[config.mk]
export PLATFORM = sky130hd
export DESIGN_NAME = led_flow_monitor
export DESIGN_NICKNAME = d
export VERILOG_FILES = /design/src/rtl/led_flow_pkg.sv /design/src/rtl/led_onehot_dec.sv /design/src/rtl/led_flow_monitor.sv
export SDC_FILE = /design/constraint.sdc
export NUM_CORES = 1
export LEC_CHECK = 0
export CAP_MARGIN = 20
export CORE_ASPECT_RATIO = 2
export CORE_MARGIN = 2
export CORE_UTILIZATION = 45
export DETAILED_ROUTE_END_ITERATION = 8
export PLACE_DENSITY = 0.68
export SYNTH_ARGS = -nofsm -noshare
export SYNTH_HDL_FRONTEND = slang
export SYNTH_SLANG_ARGS = --single-unit
[constraint.sdc]
create_clock -name clk -period 3.35 [get_ports clk]
set_input_delay 0.335 -clock clk [delete_from_list [all_inputs] [get_ports clk]]
set_output_delay 0.335 -clock clk [all_outputs]
set_load 0.005 [all_outputs]
[src/rtl/led_flow_pkg.sv]
// Shared encodings for the flowing-LED receive monitor: FSM state
// codes and the 2-bit fault codes reported on err_code_o.
package led_flow_pkg;

  typedef logic [1:0] state_t;

  localparam state_t ST_IDLE  = 2'd0;
  localparam state_t ST_TRACK = 2'd1;
  localparam state_t ST_FAULT = 2'd2;

  localparam logic [1:0] ERR_NONE    = 2'b00;
  localparam logic [1:0] ERR_ILLEGAL = 2'b01;
  localparam logic [1:0] ERR_STEP    = 2'b10;
  localparam logic [1:0] ERR_STALL   = 2'b11;

endpackage

[src/rtl/led_onehot_dec.sv]
// Combinational one-hot decoder for LED vectors. legal is high when
// exactly one bit of vec is set; idx is the index of that bit.
module led_onehot_dec #(
  parameter int WIDTH = 8
) (
  input  logic [WIDTH-1:0]         vec,
  output logic                     legal,
  output logic [$clog2(WIDTH)-1:0] idx
);

  localparam int IDX_W = $clog2(WIDTH);

  // Exactly one bit set: non-zero, and clearing the lowest set bit leaves zero.
  always_comb begin
    legal = (vec != '0) && ((vec & (vec - WIDTH'(1))) == '0);
  end

  // Index of the set bit; only meaningful when legal is high.
  // NOTE: every variable assigned in always_comb gets a default first so
  // no path leaves it unassigned, which would infer a latch.
  always_comb begin
    idx = '0;
    for (int i = 0; i < WIDTH; i++) begin
      if (vec[i]) idx = IDX_W'(i);
    end
  end

endmodule

[src/rtl/led_flow_monitor.sv]
// Receive-side observer for the flowing-LED bus. Locks onto the first
// legal one-hot sample, then checks every change is a single legal step,
// measures dwell per position and raises a sticky fault on violations.
// Build option: define LED_FLOW_PINGPONG_EN to accept steps in either
// direction without wrap-around; dir_o then tracks the last step.
module led_flow_monitor
  import led_flow_pkg::*;
#(
  parameter int WIDTH   = 8,
  parameter int DIR     = 0,
  parameter int TIMEOUT = 50000000,
  parameter int CNT_W   = 32
) (
  input  logic                     clk,
  input  logic                     rstn,
  input  logic [WIDTH-1:0]         led_i,
  input  logic                     clr_i,
  output logic                     valid_o,
  output logic [$clog2(WIDTH)-1:0] pos_o,
  output logic [15:0]              step_cnt_o,
  output logic [CNT_W-1:0]         dwell_o,
  output logic                     dir_o,
  output logic                     err_o,
  output logic [1:0]               err_code_o
);

  localparam int               IDX_W    = $clog2(WIDTH);
  localparam logic [IDX_W-1:0] POS_MAX  = IDX_W'(WIDTH - 1);
  // The stall fires on the sample that would bring the count to TIMEOUT.
  localparam logic [CNT_W-1:0] STALL_AT = CNT_W'(TIMEOUT - 1);

  state_t             state_q, state_d;
  logic [WIDTH-1:0]   led_q;
  logic               legal;
  logic [IDX_W-1:0]   idx;
  logic               change;
  logic [IDX_W-1:0]   pos_inc, pos_dec;
  logic               step_up, step_down, step_legal;
  logic               step_ok, fault_det;
  logic [1:0]         fault_code;
  logic [CNT_W-1:0]   dwell_cnt, cnt_d;
  logic [IDX_W-1:0]   pos_d;
  logic [15:0]        step_d;
  logic [CNT_W-1:0]   dwell_d;
  logic [1:0]         code_d;
  logic               dir_d;

  led_onehot_dec #(.WIDTH(WIDTH)) u_dec (
    .vec   (led_i),
    .legal (legal),
    .idx   (idx)
  );

  assign change = (led_i != led_q);

  // Neighbouring positions of the current one, with modulo-WIDTH wrap.
  always_comb begin
    pos_inc = (pos_o == POS_MAX) ? '0 : pos_o + 1'b1;
    pos_dec = (pos_o == '0) ? POS_MAX : pos_o - 1'b1;
  end

`ifdef LED_FLOW_PINGPONG_EN
  // Either neighbour is a legal step, but the ends do not wrap.
  always_comb begin
    step_up   = (pos_o != POS_MAX) && (idx == pos_inc);
    step_down = (pos_o != '0) && (idx == pos_dec);
  end
`else
  // Only the neighbour in the configured flow direction is legal.
  always_comb begin
    step_up   = (DIR == 0) && (idx == pos_inc);
    step_down = (DIR != 0) && (idx == pos_dec);
  end
`endif

  assign step_legal = step_up | step_down;

  // Classify the current sample while tracking: good step, fault, or hold.
  always_comb begin
    step_ok    = 1'b0;
    fault_det  = 1'b0;
    fault_code = ERR_NONE;
    if (change) begin
      if (!legal) begin
        fault_det  = 1'b1;
        fault_code = ERR_ILLEGAL;
      end else if (step_legal) begin
        step_ok = 1'b1;
      end else begin
        fault_det  = 1'b1;
        fault_code = ERR_STEP;
      end
    end else if (dwell_cnt == STALL_AT) begin
      fault_det  = 1'b1;
      fault_code = ERR_STALL;
    end
  end

  // State register.
  // NOTE: sequential state uses non-blocking assignments so every flop
  // samples the pre-edge values regardless of statement order.
  always_ff @(posedge clk or negedge rstn) begin
    if (!rstn) state_q <= ST_IDLE;
    else       state_q <= state_d;
  end

  // Next-state logic; a clear always wins and forces a fresh relock.
  always_comb begin
    state_d = state_q;
    if (clr_i) begin
      state_d = ST_IDLE;
    end else begin
      case (state_q)
        ST_IDLE:  if (legal) state_d = ST_TRACK;
        ST_TRACK: if (fault_det) state_d = ST_FAULT;
        ST_FAULT: state_d = ST_FAULT;
        default:  state_d = ST_IDLE;
      endcase
    end
  end

  // Next values of the registered outputs and the dwell counter.
  always_comb begin
    pos_d   = pos_o;
    step_d  = step_cnt_o;
    dwell_d = dwell_o;
    cnt_d   = dwell_cnt;
    code_d  = err_code_o;
    dir_d   = dir_o;
    if (clr_i) begin
      cnt_d  = '0;
      code_d = ERR_NONE;
    end else begin
      case (state_q)
        ST_IDLE: begin
          if (legal) begin
            pos_d  = idx;
            step_d = '0;
            cnt_d  = CNT_W'(1);
          end
        end
        ST_TRACK: begin
          if (fault_det) begin
            code_d = fault_code;
          end else if (step_ok) begin
            pos_d   = idx;
            step_d  = step_cnt_o + 16'd1;
            dwell_d = dwell_cnt;
            cnt_d   = CNT_W'(1);
`ifdef LED_FLOW_PINGPONG_EN
            dir_d   = step_down;
`endif
          end else begin
            cnt_d = dwell_cnt + CNT_W'(1);
          end
        end
        default: ;
      endcase
    end
  end

  // Output and datapath registers; FAULT freezes pos, step count and dwell.
  always_ff @(posedge clk or negedge rstn) begin
    if (!rstn) begin
      led_q      <= '0;
      dwell_cnt  <= '0;
      valid_o    <= 1'b0;
      pos_o      <= '0;
      step_cnt_o <= '0;
      dwell_o    <= '0;
      dir_o      <= 1'(DIR);
      err_o      <= 1'b0;
      err_code_o <= ERR_NONE;
    end else begin
      led_q      <= led_i;
      dwell_cnt  <= cnt_d;
      valid_o    <= (state_d == ST_TRACK);
      pos_o      <= pos_d;
      step_cnt_o <= step_d;
      dwell_o    <= dwell_d;
      dir_o      <= dir_d;
      err_o      <= (state_d == ST_FAULT);
      err_code_o <= code_d;
    end
  end

endmodule

==> results of run 1 <==
how the worst min path moves through the flow:
stage,start,to,slack [ns],depth (start not counted)
after floorplan,rstn,dwell_cnt[0],0.04,0
after global placement,rstn,led_q[5],0.43,1
after detailed placement,rstn,led_q[5],0.44,1
after CTS,rstn,led_q[5],0.06,1
after global routing,rstn,led_q[5],0.08,1
final,rstn,led_q[5],0.02,1
power groups by stage:
| stage | clock network, uW | logic (uW) | registers [uW] |
|---|---|---|---|
| 6_report | 1260 | 204 | 1200 |
| 5_1_grt | 1340 | 226 | 1200 |
| 4_1_cts | 1280 | 209 | 1200 |
| 3_5_place_dp | 0 | 207 | 1220 |
| 3_3_place_gp | 0 | 200 | 1220 |
| 2_1_floorplan | 0 | 116 | 1220 |
cell usage in the layout (no fill, tap or decap), types with 10 or more instances in the layout:
| master | count |
|---|---|
| a21oi_1 | 22 |
| nor4_1 | 13 |
| nor2_1 | 18 |
| a31oi_1 | 10 |
| nand2_1 | 57 |
| o21ai_0 | 24 |
| dfrtp_1 | 97 |
| nand3_1 | 34 |
| or3_1 | 17 |
| nor3_1 | 20 |
| or4_1 | 11 |
| inv_1 | 11 |
| clkdlybuf4s50_1 | 64 |
| mux2_2 | 26 |
| nand4_1 | 13 |
| buf_4 | 22 |
worst max-delay path, cell delays in order, from the launching register on:
cell and delay, ns:
dfrtp_1 0.42, ha_1 0.21, ha_1 0.31, or3_1 0.33, o41ai_2 0.31, a22o_4 0.18
a41oi_4 0.14, or3_1 0.48, or4_1 0.54, a21oi_1 0.17
cell families (layout without fill, tap and decap cells):
| kind of cell | count (synthesis) | after routing |
|---|---|---|
| and+or+nand+nor | 212 | 212 |
| AOI/OAI and AO/OA | 98 | 98 |
| DFF | 97 | 97 |
| buffers and inverters | 40 | 113 |
| muxes | 34 | 34 |
| xor gates and xnor gates | 12 | 12 |
| adders and majority gates | 4 | 4 |
| other | 1 | 1 |
cell type report:
type	instances	area, um2
multi-input cells	361	2290
clock inverters	7	141
inverters	11	41.3
well taps	140	175
clock buffers	9	225
repair buffers	86	806
fillers	946	4630
flip-flops and latches	97	2430
state kept, by name, summed over array words and instances, names as in the netlist:
| signal | cells |
|---|---|
| dwell_cnt | 32 |
| dwell_o | 32 |
| step_cnt_o | 16 |
| led_q | 8 |
| pos_o | 3 |
| err_code_o | 2 |
| state_q | 2 |
| err_o | 1 |
| valid_o | 1 |
stage by stage:
step                utilization, %  hold WS (ns)  cell area (um2)
global route                  56.9        0.0824             6110
global placement              53.4         0.425             5740
finish                        56.9        0.0231             6110
detailed placement            53.4         0.435             5740
CTS                           56.9        0.0584             6110
floorplan                        -        0.0394             4900
per-layer routing:
layer	up-vias	global-route usage (%)	part of all wire, %
met3	21	4.21	3.6
li1	1987	-	-
met1	1978	27.1	46
met4	0	7.59	1.9
met5	-	0	0
met2	100	32.9	49
==> out/qor.yml, run 1 <==
status: "complete, no violations"
rows: 54
drtIter0Drc: 251
p_clk_share_pct: 47.4
syn_avg_cell_area_um2: 9.84
critPathCapture: "step_cnt_o[6]"
post_cts_buffers: 0
drt_wl_total_um: 11300
skew_ns: 0.00803
nets: 581
boundaryPins: 67
cap_violations: 0
finalPower_uw: 2660
grt_usage_pct: 20.4
core_um2: 10700
power.net_switching_uw: 584
via_per_inst: 5.75
cts.clk_slew.worst_paths_ns: 0.07
clock.fmax_ghz: 0.316
syn-cell-area_um2: 4900
critical_path_peak_fanout: 7
tns_ns: 0
cts_made_buffers: 9
r2r_start: "pos_o[0]"
synth_adder_area_share_pct: 1.02
yosysSeqAreaShare_pct: 49.5
io_buffer_count: 65
grt_pass1_vias: 4047
yosysTopAreaCell: "dfrtp_1"
setup_viol: 0
final-hold-violation-count: 0
pwr-share-seq_pct: 45.0
yosys_most_used_dff: "dfrtp_1"
drive_gt1_share_pct: 13.1
cts_root_buf: "clkbuf_16"
yosysWarnings: 0
r2r_cells: 9
reg2reg_slack_ns: 0.19
leakagePower_uw: 0.00261
grt_pass1_wl_um: 19300
synth-async-reset-ratio_pct: 100
crit_arrival_ns: 3.44
dp_cells: 695
post-route-drc-count: 0
peakVddDrop_v: 0.000255
drt-pass1-iter-count: 5
setup_slack_ns: 0.185
p_sw_share_pct: 22.0
antenna_left: 0
synth_cell_type_count: 52
synth_edf_count: 0
antenna_found_initial: 0
grt_max_degree: 56
cts_resized: 0
clockBufferDepth: 2
yosysMostFrequentCell: "dfrtp_1"
worst_slew_pin_slew_ns: 0.721
drv_slew: 0
power_density_nw_per_um2: 435
synthSimpleGateAreaFrac_pct: 22.5
synth_common_cells: "dfrtp_1, nand2_1, nand3_1"
internal-power_uw: 2080
grt-ovfl-total: 0
hold_buffers: 0
period_minus_slack_ns: 3.16
globalplace.congestion: 0.792
critPathCaptureType: "register"
n_antenna_cell: 0
cts_tree: "built"
start_kind: "register"
yosys-top-cells-area: "dfrtp_1, mux2_2, nand2_1, nand3_1, o21ai_0"
area_growth_syn_to_layout_pct: 24.6
die_width_um: 77.8
synth-seq-cells: 97
crit_required_ns: 3.62
path_class: "reg -> reg"
synthesis.nets: 513
dpl.hpwl_um: 7950
cp-startpoint: "pos_o[0]"
cts_max_level: 3
final_cells: 711
hp-class: "in -> async"
die_area_um2: 11800
wire_per_inst_um: 15.9
vias: 4086
synth_top_family_by_area: "simple AND/OR/NAND/NOR gates"
rsz0062_at_grt: "false"
synth_cells: 498
synth_xor_area_share_pct: 2.14
yosysTopAreaCellShare_pct: 49.5
clock_latency_ns: 0.35
synth_compound_area_share_pct: 13.2
synthMuxAreaShare_pct: 7.78
dpl_worst_slack_ns: 0.0779
clock_sinks: 97
power_frac_comb_pct: 7.7
die_y_um: 152
initial_core_util_pct: 45.6
relSlewSlack_pct: 51.9
period_share_pct: 94.5
reg2reg_to: "step_cnt_o[6]"
(Power assumes the default switching activity.)
==> run 2, diff against run 1 <==
--- a/config.mk
+++ b/config.mk
@@ -5,7 +5,7 @@
 export SDC_FILE = /design/constraint.sdc
 export NUM_CORES = 1
 export LEC_CHECK = 0
-export CAP_MARGIN = 20
+export CAP_MARGIN = 0
 export CORE_ASPECT_RATIO = 2
 export CORE_MARGIN = 2
 export CORE_UTILIZATION = 45
==> results of run 2 <==
Same layout as run 1: the final DEF is identical, and so are final timing and power.
